--- src/rtl/sdram_arb_pkg.sv ---
// Shared types and helpers for the SDRAM region arbiter.
// Optional build macro SDRAM_ARB_RR_EN (used by sdram_arb_pick) selects round-robin service.
package sdram_arb_pkg;

   typedef enum logic [1:0] {
      StIdle,
      StIssue,
      StWait,
      StAck
   } arb_state_t;

   // Width of the WAIT-state timeout counter.
   localparam int unsigned TO_W = 8;

   // Region base plus local address masked to a 2^log2 byte window.
   // The sum is returned at 32 bits; callers truncate to their address width,
   // which gives the intended silent wrap.
   function automatic logic [31:0] region_addr(input logic [31:0] base,
                                                input logic [31:0] addr,
                                                input logic [4:0]  log2);
      logic [31:0] mask;
      mask = (32'd1 << log2) - 32'd1;
      return base + (addr & mask);
   endfunction

endpackage

--- src/rtl/sdram_arb_pick.sv ---
// Combinational winner selector for channels 1..NUM_CH-1 (channel 0 is handled by the top).
// Build macro SDRAM_ARB_RR_EN: defined -> round-robin starting at ptr, undefined -> lowest index.
module sdram_arb_pick #(
   parameter int unsigned NUM_CH = 4,
   parameter int unsigned GW     = $clog2(NUM_CH)
) (
   input  logic [NUM_CH-1:0] req,
   input  logic [GW-1:0]     ptr,
   output logic [GW-1:0]     idx,
   output logic              valid
);

   // Channel 0 never competes here.
   logic unused_req0;
   assign unused_req0 = req[0];

`ifdef SDRAM_ARB_RR_EN
   // k-th candidate in round-robin order starting at ptr, wrapping N-1 -> 1.
   function automatic int unsigned rr_ch(input logic [GW-1:0] p, input int unsigned k);
      return 1 + ((32'(p) + k - 1) % (NUM_CH - 1));
   endfunction

   // First requesting channel at or after the pointer.
   always_comb begin
      idx   = '0;
      valid = 1'b0;
      for (int unsigned k = 0; k < NUM_CH - 1; k++) begin
         if (!valid && req[rr_ch(ptr, k)]) begin
            idx   = GW'(rr_ch(ptr, k));
            valid = 1'b1;
         end
      end
   end
`else
   logic unused_ptr;
   assign unused_ptr = ^ptr;

   // Lowest requesting index wins.
   always_comb begin
      idx   = '0;
      valid = 1'b0;
      for (int unsigned k = 1; k < NUM_CH; k++) begin
         if (!valid && req[k]) begin
            idx   = GW'(k);
            valid = 1'b1;
         end
      end
   end
`endif

endmodule

--- src/rtl/sdram_region_arbiter.sv ---
// N-channel front end for the 8-bit SDRAM controller port: per-channel address regions,
// registered request/ack handshake and a completion timeout.
// Build macro SDRAM_ARB_RR_EN: round-robin among channels 1..N-1 (default fixed priority).
module sdram_region_arbiter
   import sdram_arb_pkg::*;
#(
   parameter int unsigned              NUM_CH       = 4,
   parameter int unsigned              ADDR_W       = 23,
   parameter int unsigned              CH_AW        = 16,
   parameter logic [NUM_CH*ADDR_W-1:0] CH_BASE      = {23'h10000, 23'h04000, 23'h00000, 23'h00000},
   parameter logic [NUM_CH*5-1:0]      CH_SIZE_LOG2 = {5'd16, 5'd14, 5'd14, 5'd15},
   parameter int unsigned              TIMEOUT      = 255
) (
   input  logic                         clk_sys,
   input  logic                         reset,
   input  logic [NUM_CH-1:0]            ch_req,
   input  logic [NUM_CH-1:0]            ch_we,
   input  logic [NUM_CH*CH_AW-1:0]      ch_addr,
   input  logic [NUM_CH*8-1:0]          ch_din,
   output logic [NUM_CH*8-1:0]          ch_dout,
   output logic [NUM_CH-1:0]            ch_ack,
   output logic [ADDR_W-1:0]            sdram_addr,
   output logic [7:0]                   sdram_din,
   output logic                         sdram_rd,
   output logic                         sdram_we,
   input  logic [7:0]                   sdram_dout,
   input  logic                         sdram_ready,
   output logic                         busy,
   output logic [$clog2(NUM_CH)-1:0]    grant,
   output logic                         timeout_err
);

   localparam int unsigned GW = $clog2(NUM_CH);

   arb_state_t        state;
   logic              we_q;
   logic [TO_W-1:0]   to_cnt;
   logic [GW-1:0]     rr_ptr;
   logic [GW-1:0]     pick_idx;
   logic              pick_valid;
   logic [GW-1:0]     win_idx;
   logic              win_valid;
   logic [ADDR_W-1:0] win_addr;
   logic [GW-1:0]     rr_next;

   sdram_arb_pick #(
      .NUM_CH (NUM_CH),
      .GW     (GW)
   ) u_pick (
      .req   (ch_req),
      .ptr   (rr_ptr),
      .idx   (pick_idx),
      .valid (pick_valid)
   );

   // Winner (loader first), its physical address and the pointer value after serving it.
   always_comb begin
      win_valid = ch_req[0] | pick_valid;
      win_idx   = ch_req[0] ? '0 : pick_idx;
      win_addr  = ADDR_W'(region_addr(32'(CH_BASE[32'(win_idx)*ADDR_W +: ADDR_W]),
                                      32'(ch_addr[32'(win_idx)*CH_AW +: CH_AW]),
                                      CH_SIZE_LOG2[32'(win_idx)*5 +: 5]));
      rr_next   = (win_idx == GW'(NUM_CH - 1)) ? GW'(1) : win_idx + GW'(1);
   end

   assign busy = (state != StIdle);

   // Transaction FSM with all controller-facing and channel-facing outputs registered.
   always_ff @(posedge clk_sys) begin
      if (reset) begin
         state       <= StIdle;
         we_q        <= 1'b0;
         to_cnt      <= '0;
         rr_ptr      <= GW'(1);
         grant       <= '0;
         sdram_addr  <= '0;
         sdram_din   <= '0;
         sdram_rd    <= 1'b0;
         sdram_we    <= 1'b0;
         ch_ack      <= '0;
         ch_dout     <= '1;
         timeout_err <= 1'b0;
      end else begin
         sdram_rd <= 1'b0;
         sdram_we <= 1'b0;
         ch_ack   <= '0;
         case (state)
            StIdle: begin
               if (win_valid) begin
                  grant      <= win_idx;
                  we_q       <= ch_we[win_idx];
                  sdram_addr <= win_addr;
                  sdram_din  <= ch_din[32'(win_idx)*8 +: 8];
                  sdram_rd   <= ~ch_we[win_idx];
                  sdram_we   <= ch_we[win_idx];
                  // Loader grants leave the round-robin position untouched.
                  if (win_idx != '0) rr_ptr <= rr_next;
                  state <= StIssue;
               end
            end
            StIssue: begin
               to_cnt <= '0;
               state  <= StWait;
            end
            StWait: begin
               // Ready takes precedence over a timeout in the same cycle.
               if (sdram_ready) begin
                  if (!we_q) ch_dout[32'(grant)*8 +: 8] <= sdram_dout;
                  ch_ack[grant] <= 1'b1;
                  state         <= StAck;
               end else if (to_cnt == TO_W'(TIMEOUT)) begin
                  if (!we_q) ch_dout[32'(grant)*8 +: 8] <= 8'hFF;
                  timeout_err   <= 1'b1;
                  ch_ack[grant] <= 1'b1;
                  state         <= StAck;
               end else begin
                  to_cnt <= to_cnt + 1'b1;
               end
            end
            StAck: begin
               state <= StIdle;
            end
            default: begin
               state <= StIdle;
            end
         endcase
      end
   end

endmodule

--- config.mk ---
export PLATFORM = sky130hd
export DESIGN_NAME = sdram_region_arbiter
export DESIGN_NICKNAME = d
export VERILOG_FILES = /design/src/rtl/sdram_arb_pkg.sv /design/src/rtl/sdram_arb_pick.sv /design/src/rtl/sdram_region_arbiter.sv
export SDC_FILE = /design/constraint.sdc
export NUM_CORES = 1
export LEC_CHECK = 0
export ABC_AREA = 1
export CELL_PAD_IN_SITES_DETAIL_PLACEMENT = 1
export CELL_PAD_IN_SITES_GLOBAL_PLACEMENT = 1
export CORE_AREA = 2 2 126 128
export CTS_CLUSTER_DIAMETER = 80
export DETAILED_ROUTE_END_ITERATION = 10
export DIE_AREA = 0 0 128 130
export HOLD_SLACK_MARGIN = 0.03
export PLACE_DENSITY = 0.83
export SYNTH_ARGS = -nofsm -noshare
export SYNTH_HDL_FRONTEND = slang
export SYNTH_SLANG_ARGS = --single-unit
--- constraint.sdc ---
create_clock -name clk_sys -period 3.3 [get_ports clk_sys]
set_input_delay 0.66 -clock clk_sys [delete_from_list [all_inputs] [get_ports clk_sys]]
set_output_delay 0.66 -clock clk_sys [all_outputs]
set_load 0.005 [all_outputs]
==> results of run 1 <==
through the flow:
stage | instance area (um2) | worst slack, ps | total power, mW | hold slack, ps
2_1_floorplan | 4370 | 636 | 1.95 | 447
5_1_grt | 6560 | 191 | 3.80 | 482
3_3_place_gp | 6280 | 165 | 2.58 | 449
4_1_cts | 6560 | 384 | 3.58 | 469
6_report | 6560 | 401 | 3.55 | 468
3_5_place_dp | 6280 | 25.8 | 2.62 | 456
layout by cell type (no fill, tap or decap), types with 2 or more instances in the layout:
| master | netlist | routed |
|---|---|---|
| sky130_fd_sc_hd__a21oi_1 | 62 | 62 |
| sky130_fd_sc_hd__a21oi_2 | 6 | 5 |
| sky130_fd_sc_hd__a31oi_1 | 16 | 16 |
| sky130_fd_sc_hd__buf_4 | 8 | 8 |
| sky130_fd_sc_hd__clkbuf_16 | 0 | 9 |
| sky130_fd_sc_hd__clkdlybuf4s50_1 | 0 | 181 |
| sky130_fd_sc_hd__clkinv_1 | 2 | 2 |
| sky130_fd_sc_hd__clkinvlp_4 | 0 | 4 |
| sky130_fd_sc_hd__conb_1 | 1 | 5 |
| sky130_fd_sc_hd__dfxtp_1 | 78 | 78 |
| sky130_fd_sc_hd__ha_1 | 15 | 15 |
| sky130_fd_sc_hd__inv_1 | 56 | 56 |
| sky130_fd_sc_hd__nand2_1 | 127 | 127 |
| sky130_fd_sc_hd__nand2_2 | 2 | 2 |
| sky130_fd_sc_hd__nand3_1 | 40 | 40 |
| sky130_fd_sc_hd__nand3_2 | 3 | 3 |
| sky130_fd_sc_hd__nand3_4 | 2 | 2 |
| sky130_fd_sc_hd__nand4_1 | 4 | 4 |
| sky130_fd_sc_hd__nor2_1 | 87 | 87 |
| sky130_fd_sc_hd__nor3_1 | 7 | 7 |
| sky130_fd_sc_hd__o211ai_1 | 9 | 9 |
| sky130_fd_sc_hd__o21a_1 | 2 | 2 |
| sky130_fd_sc_hd__o21ai_0 | 57 | 57 |
| sky130_fd_sc_hd__o21ai_1 | 19 | 19 |
| sky130_fd_sc_hd__xor2_1 | 3 | 3 |
kinds of logic after synthesis:
kind of cell | share of synthesized area
simple gates | 0.270
xor+xnor | 0.00603
buf+inv | 0.104
other cells | 0.000861
fa+ha+maj | 0.0431
flops | 0.358
compound gates | 0.218
area by class of cell:
cell class | instances | share of cell area
Multi-Input combinational cell | 473 | 0.360
Timing Repair Buffer | 190 | 0.286
Clock buffer | 9 | 0.0343
Clock inverter | 7 | 0.00896
Inverter | 61 | 0.0355
Tap cell | 192 | 0.0366
Sequential cell | 78 | 0.238
report_power, final:
part / switching [mW] / total, mW / internal (mW) / leakage [nW]
logic: 0.764 / 1.38 / 0.618 / 1.94
clock network: 0.437 / 0.956 / 0.519 / 0.126
registers: 0.110 / 1.21 / 1.10 / 0.637
total: 1.31 / 3.55 / 2.24 / 2.71
final timing paths:
| path | slack [ps] | end | depth (start not counted) | startpoint |
|---|---|---|---|---|
| setup / recovery | 400 | sdram_addr[6]$_SDFFE_PP0P_ | 14 | ch_req[0] |
| hold / removal | 470 | sdram_addr[17]$_SDFFE_PP0P_ | 2 | sdram_addr[17]$_SDFFE_PP0P_ |
| setup reg to reg | 660 | ch_dout[19]$_SDFFE_PP1P_ | 6 | grant[0]$_SDFFE_PP0P_ |
| hold reg to reg | 470 | sdram_addr[17]$_SDFFE_PP0P_ | 2 | sdram_addr[17]$_SDFFE_PP0P_ |
per-layer routing:
layer | share of wire | vias up | global-route usage
met5 | 0 | - | 0
met4 | 0.013 | 0 | 0.0472
met3 | 0.078 | 12 | 0.0537
met2 | 0.47 | 170 | 0.320
met1 | 0.43 | 2227 | 0.227
li1 | - | 2453 | -
critical path, stage by stage:
cell	delay, ps
sky130_fd_sc_hd__clkdlybuf4s50_1	520
sky130_fd_sc_hd__nor2_1	250
sky130_fd_sc_hd__o21ai_2	130
sky130_fd_sc_hd__inv_4	80
sky130_fd_sc_hd__ha_1	200
sky130_fd_sc_hd__inv_1	50
sky130_fd_sc_hd__nor2_1	300
sky130_fd_sc_hd__nand2_1	180
sky130_fd_sc_hd__ha_1	270
sky130_fd_sc_hd__nor2_1	110
sky130_fd_sc_hd__nor2_1	90
sky130_fd_sc_hd__o21a_1	140
sky130_fd_sc_hd__nand2_1	70
sky130_fd_sc_hd__a21oi_1	50
flip-flops by register name, summed over array words and instances (netlist names):
signal and cells:
timeout_err 1, sdram_we 1, sdram_addr 18, to_cnt 8, sdram_rd 1, ch_dout 32
state 2, ch_ack 4, grant 2, sdram_din 8, we_q 1
==> impl_metrics.json, run 1 <==
{
  "critical_path.max_fanout": 6,
  "grt_antenna_before_repair": 0,
  "post-synth-top-count-cell": "sky130_fd_sc_hd__nand2_1",
  "max-cap-violations": 0,
  "io_buffers": 182,
  "global_route_wire_length_before_repair_um": 24600,
  "drt_drc_violations_left": 0,
  "dp_cells": 994,
  "synth.largest_area_cell": "sky130_fd_sc_hd__dfxtp_1",
  "fin_skew_ps": 6.76,
  "critPathLaunchType": "input port",
  "report.final.setup_viol": 0,
  "clock-root-buffer": "sky130_fd_sc_hd__clkbuf_16",
  "finalWeightedCongestion": 0.812,
  "maxClockFrequency_mhz": 345,
  "required_ps": 3510,
  "cts_sink_count": 78,
  "cts-htree-levels": 3,
  "syn_inst": 647,
  "synth_warnings": 0,
  "register_area_mm2": 0.00156,
  "worst_ep_arrival_time_ps": 3110,
  "grt_overflow": 0,
  "final-max-slew-violation-count": 0,
  "num_vias": 4862,
  "n_fill_cell": 1954,
  "power.leakage_nw": 2.71,
  "syn-mean-instance-area_um2": 6.74,
  "post_cts_hold_buffer_count": 0,
  "drt_pass1_iterations": 4,
  "timing_worst_setup_path_type": "input port to flop",
  "number_of_global_route_vias_before_repair": 4904,
  "timing.final.crit_share": 0.878,
  "die_w_um": 128,
  "synth-edff-count": 0,
  "clk_transition_reported_paths_ps": 70,
  "antennaDiodeCount": 0,
  "async_reset_ff_frac": 0,
  "max-clock-path-buffers": 2,
  "synth.yosys.seq_area_share": 0.358,
  "drive_above_1_share": 0.0562,
  "layout-area-overhead-vs-synth_pct": 50.5,
  "avgRoutedWirePerCell_um": 15.3,
  "ir_drop_v": 0.000273,
  "total_die_area_mm2": 0.0166,
  "clk-insertion-delay-late_ps": 340,
  "final_antenna_net_count": 0,
  "max_slew.worst_pin.slew_ps": 767,
  "multi_input_comb_area_mm2": 0.00236,
  "numCtsBuffers": 9,
  "end_kind": "flop",
  "groute.usage.overall": 0.185,
  "yosys_register_bits": 78,
  "synthTopCellsByCount": "127 x sky130_fd_sc_hd__nand2_1, 87 x sky130_fd_sc_hd__nor2_1, 78 x sky130_fd_sc_hd__dfxtp_1",
  "cts_post_setup_buffers_inserted": 0,
  "hold_path.class": "flop to flop",
  "detailedPlacementHpwl_um": 12000,
  "yosys.cell_types.count": 36,
  "power_density_mw_per_mm2": 541,
  "post_synth_instance_area_mm2": 0.00436,
  "timing.setup.tns_ps": 0,
  "synth.top_cells.by_area": "sky130_fd_sc_hd__dfxtp_1 36%, sky130_fd_sc_hd__nand2_1 11%, sky130_fd_sc_hd__nor2_1 7.5%, sky130_fd_sc_hd__a21oi_1 7.1%, sky130_fd_sc_hd__o21ai_0 6.5%",
  "die_h_um": 130,
  "synth.top_cell.area_share": 0.358,
  "report.final.hold_viol_count": 0,
  "clock_tree_from_tritoncts": "built",
  "instances_no_fill": 1010,
  "coreArea_mm2": 0.0154,
  "slew-limit-headroom": 0.488,
  "status": "completed",
  "postSynth.topFlopCell": "sky130_fd_sc_hd__dfxtp_1",
  "end_of_flow_core_utilization": 0.425,
  "detailedRoute.firstIterationViolations": 208,
  "ioPinCount": 188,
  "rows": 46,
  "cts_resized": 0,
  "setup_repair_after_global_routing_missed_its_margin": "no",
  "detail_route.vias_per_cell": 4.81,
  "initial_standard_cell_utilization_of_the_core": 0.283,
  "totalWireLength_um": 15400,
  "largest_net_degree_at_the_start_of_global_routing": 61,
  "period_needed_ps": 2900,
  "finalNetCount": 943
}
Note: power is estimated with default switching activity, not from simulation.
==> inputs of run 2 (changes only) <==
- SETUP_SLACK_MARGIN: unset -> 0.5
==> impl_metrics.json, run 2 (same netlist as run 1, synthesis figures left out) <==
{
  "end_kind": "flop",
  "cp_top_family": "simple AND/OR/NAND/NOR gates",
  "slew-limit-headroom": 0.484,
  "final_common_cell": "sky130_fd_sc_hd__clkdlybuf4s50_1",
  "timing.final.crit_share": 0.802,
  "maxClockFrequency_mhz": 378,
  "grt_overflow": 0,
  "hold_path.class": "flop to flop",
  "initial_standard_cell_utilization_of_the_core": 0.283,
  "finalWeightedCongestion": 0.812,
  "largest_reg_flops": 32,
  "totalPowerFinal_mw": 3.55,
  "period_needed_ps": 2650,
  "clock-root-buffer": "sky130_fd_sc_hd__clkbuf_16",
  "power_density_mw_per_mm2": 540,
  "timing.setup.tns_ps": 0,
  "die_h_um": 130,
  "numCtsBuffers": 9,
  "max-clock-path-buffers": 2,
  "finalNetCount": 943,
  "final_antenna_net_count": 0,
  "coreArea_mm2": 0.0154,
  "power_report.internal_total_mw": 2.24,
  "grt_antenna_before_repair": 0,
  "clk-insertion-delay-late_ps": 340,
  "drive_above_1_share": 0.0623,
  "totalWireLength_um": 15400,
  "fin_skew_ps": 6.62,
  "avgRoutedWirePerCell_um": 15.3,
  "timing_worst_setup_path_type": "input port to flop",
  "final-max-slew-violation-count": 0,
  "p_sw_frac": 0.370,
  "critical-path-top-cell-by-count": "sky130_fd_sc_hd__nand2_1",
  "report.final.setup_viol": 0,
  "power.leakage_nw": 2.70,
  "clk_transition_reported_paths_ps": 70,
  "setup.reg_to_reg.worst_slack_ps": 730,
  "clock_tree_from_tritoncts": "built",
  "ioPinCount": 188,
  "number_of_global_route_vias_before_repair": 4904,
  "cts-htree-levels": 3,
  "crit_buf_inv": 3,
  "drt_drc_violations_left": 0,
  "critPathMaxStageDelay_ps": 440,
  "report.final.hold_viol_count": 0,
  "detail_route.vias_per_cell": 4.83,
  "post_cts_hold_buffer_count": 0,
  "layout-area-overhead-vs-synth_pct": 51.0,
  "critical_path.max_fanout": 6,
  "global_route_wire_length_before_repair_um": 24600,
  "path_cells": "clkdlybuf4s50_1 -> inv_1 -> nand2_1 -> a21oi_4 -> ha_2 -> inv_1 -> nor2_4 -> nand2_1 -> ha_1 -> nor2_1 -> nor2_2 -> o21a_1 -> nand2_1 -> a21oi_1",
  "status": "completed",
  "largest_net_degree_at_the_start_of_global_routing": 61,
  "detailedPlacementHpwl_um": 12000,
  "setup_repair_after_global_routing_missed_its_margin": "yes",
  "io_buffers": 182,
  "worst_ep_arrival_time_ps": 2860,
  "end_of_flow_core_utilization": 0.427,
  "proportion_of_power_drawn_by_the_clock_network": 0.269,
  "registers.top_by_ff_count": "ch_dout",
  "total_die_area_mm2": 0.0166,
  "cts_sink_count": 78,
  "max_slew.worst_pin.slew_ps": 773,
  "num_vias": 4881,
  "ir_drop_v": 0.000274,
  "portion_of_total_power_attributed_to_sequential_cells": 0.341,
  "total_switching_power_mw": 1.32,
  "cp_slowest_cell": "sky130_fd_sc_hd__clkdlybuf4s50_1",
  "antennaDiodeCount": 0,
  "required_ps": 3510,
  "mostFrequentLayoutCells": "181 x sky130_fd_sc_hd__clkdlybuf4s50_1, 127 x sky130_fd_sc_hd__nand2_1, 84 x sky130_fd_sc_hd__nor2_1, 78 x sky130_fd_sc_hd__dfxtp_1, 62 x sky130_fd_sc_hd__a21oi_1",
  "groute.usage.overall": 0.185,
  "cts_post_setup_buffers_inserted": 0,
  "max-cap-violations": 0,
  "detailedRoute.firstIterationViolations": 231,
  "reg_top3": "ch_dout x32, sdram_addr x18",
  "critPathLaunchType": "input port",
  "power.combinational.fraction": 0.390,
  "die_w_um": 128,
  "rows": 46,
  "drt_pass1_iterations": 4
}
## run 2: final cells by class
class	count	area (um2)
Tap cell	192	240
Timing Repair Buffer	190	1880
Clock buffer	9	225
Inverter	61	236
Sequential cell	78	1560
Clock inverter	7	58.8
Fill cell	1951	8850
Multi-Input combinational cell	473	2380
## run 2: power groups by stage
stage          sequential [mW]  clock [mW]  combinational [mW]
5_1_grt                   1.23        1.02                1.55
2_1_floorplan             1.21           0               0.739
3_3_place_gp              1.23           0                1.35
6_report                  1.21       0.955                1.39
3_5_place_dp              1.23           0                1.39
4_1_cts                   1.21       0.975                1.40
## run 2: metal layers
metal,part of all wire,GRT usage
met1,0.44,0.227
met2,0.47,0.320
met4,0.013,0.0472
met5,0,0
met3,0.076,0.0537
## run 2: worst register-to-register path: cells and delay by family (launching register included)
kind            cells  cell delay [ps]
simple gates        1              470
buf+inv             2              600
compound gates      2              300
fa+ha+maj           1              440
flops               1              690
## run 2: timing repair
action | 4_1_cts | 5_1_grt
endpoints found under the setup margin | 4 | 11
gates cloned | 0 | 0
gates resized for setup | 1 | 5
pin swaps | 0 | 0
## run 2: path summary, 6_finish.rpt
kind | from | to | cells past startpoint
setup / recovery | ch_req[2] | sdram_addr[10]$_SDFFE_PP0P_ | 14
hold / removal | sdram_addr[17]$_SDFFE_PP0P_ | sdram_addr[17]$_SDFFE_PP0P_ | 2
setup reg to reg | grant[0]$_SDFFE_PP0P_ | ch_dout[19]$_SDFFE_PP1P_ | 6
hold reg to reg | sdram_addr[17]$_SDFFE_PP0P_ | sdram_addr[17]$_SDFFE_PP0P_ | 2
## run 2: per-stage QoR
step	hold slack, ps	area [um2]	instances	setup WS, ps
finish	468	6580	1010	653
global placement	449	6280	994	165
floorplan	447	4370	651	636
global route	482	6580	1010	495
detailed placement	456	6280	994	25.8
CTS	469	6560	1010	503
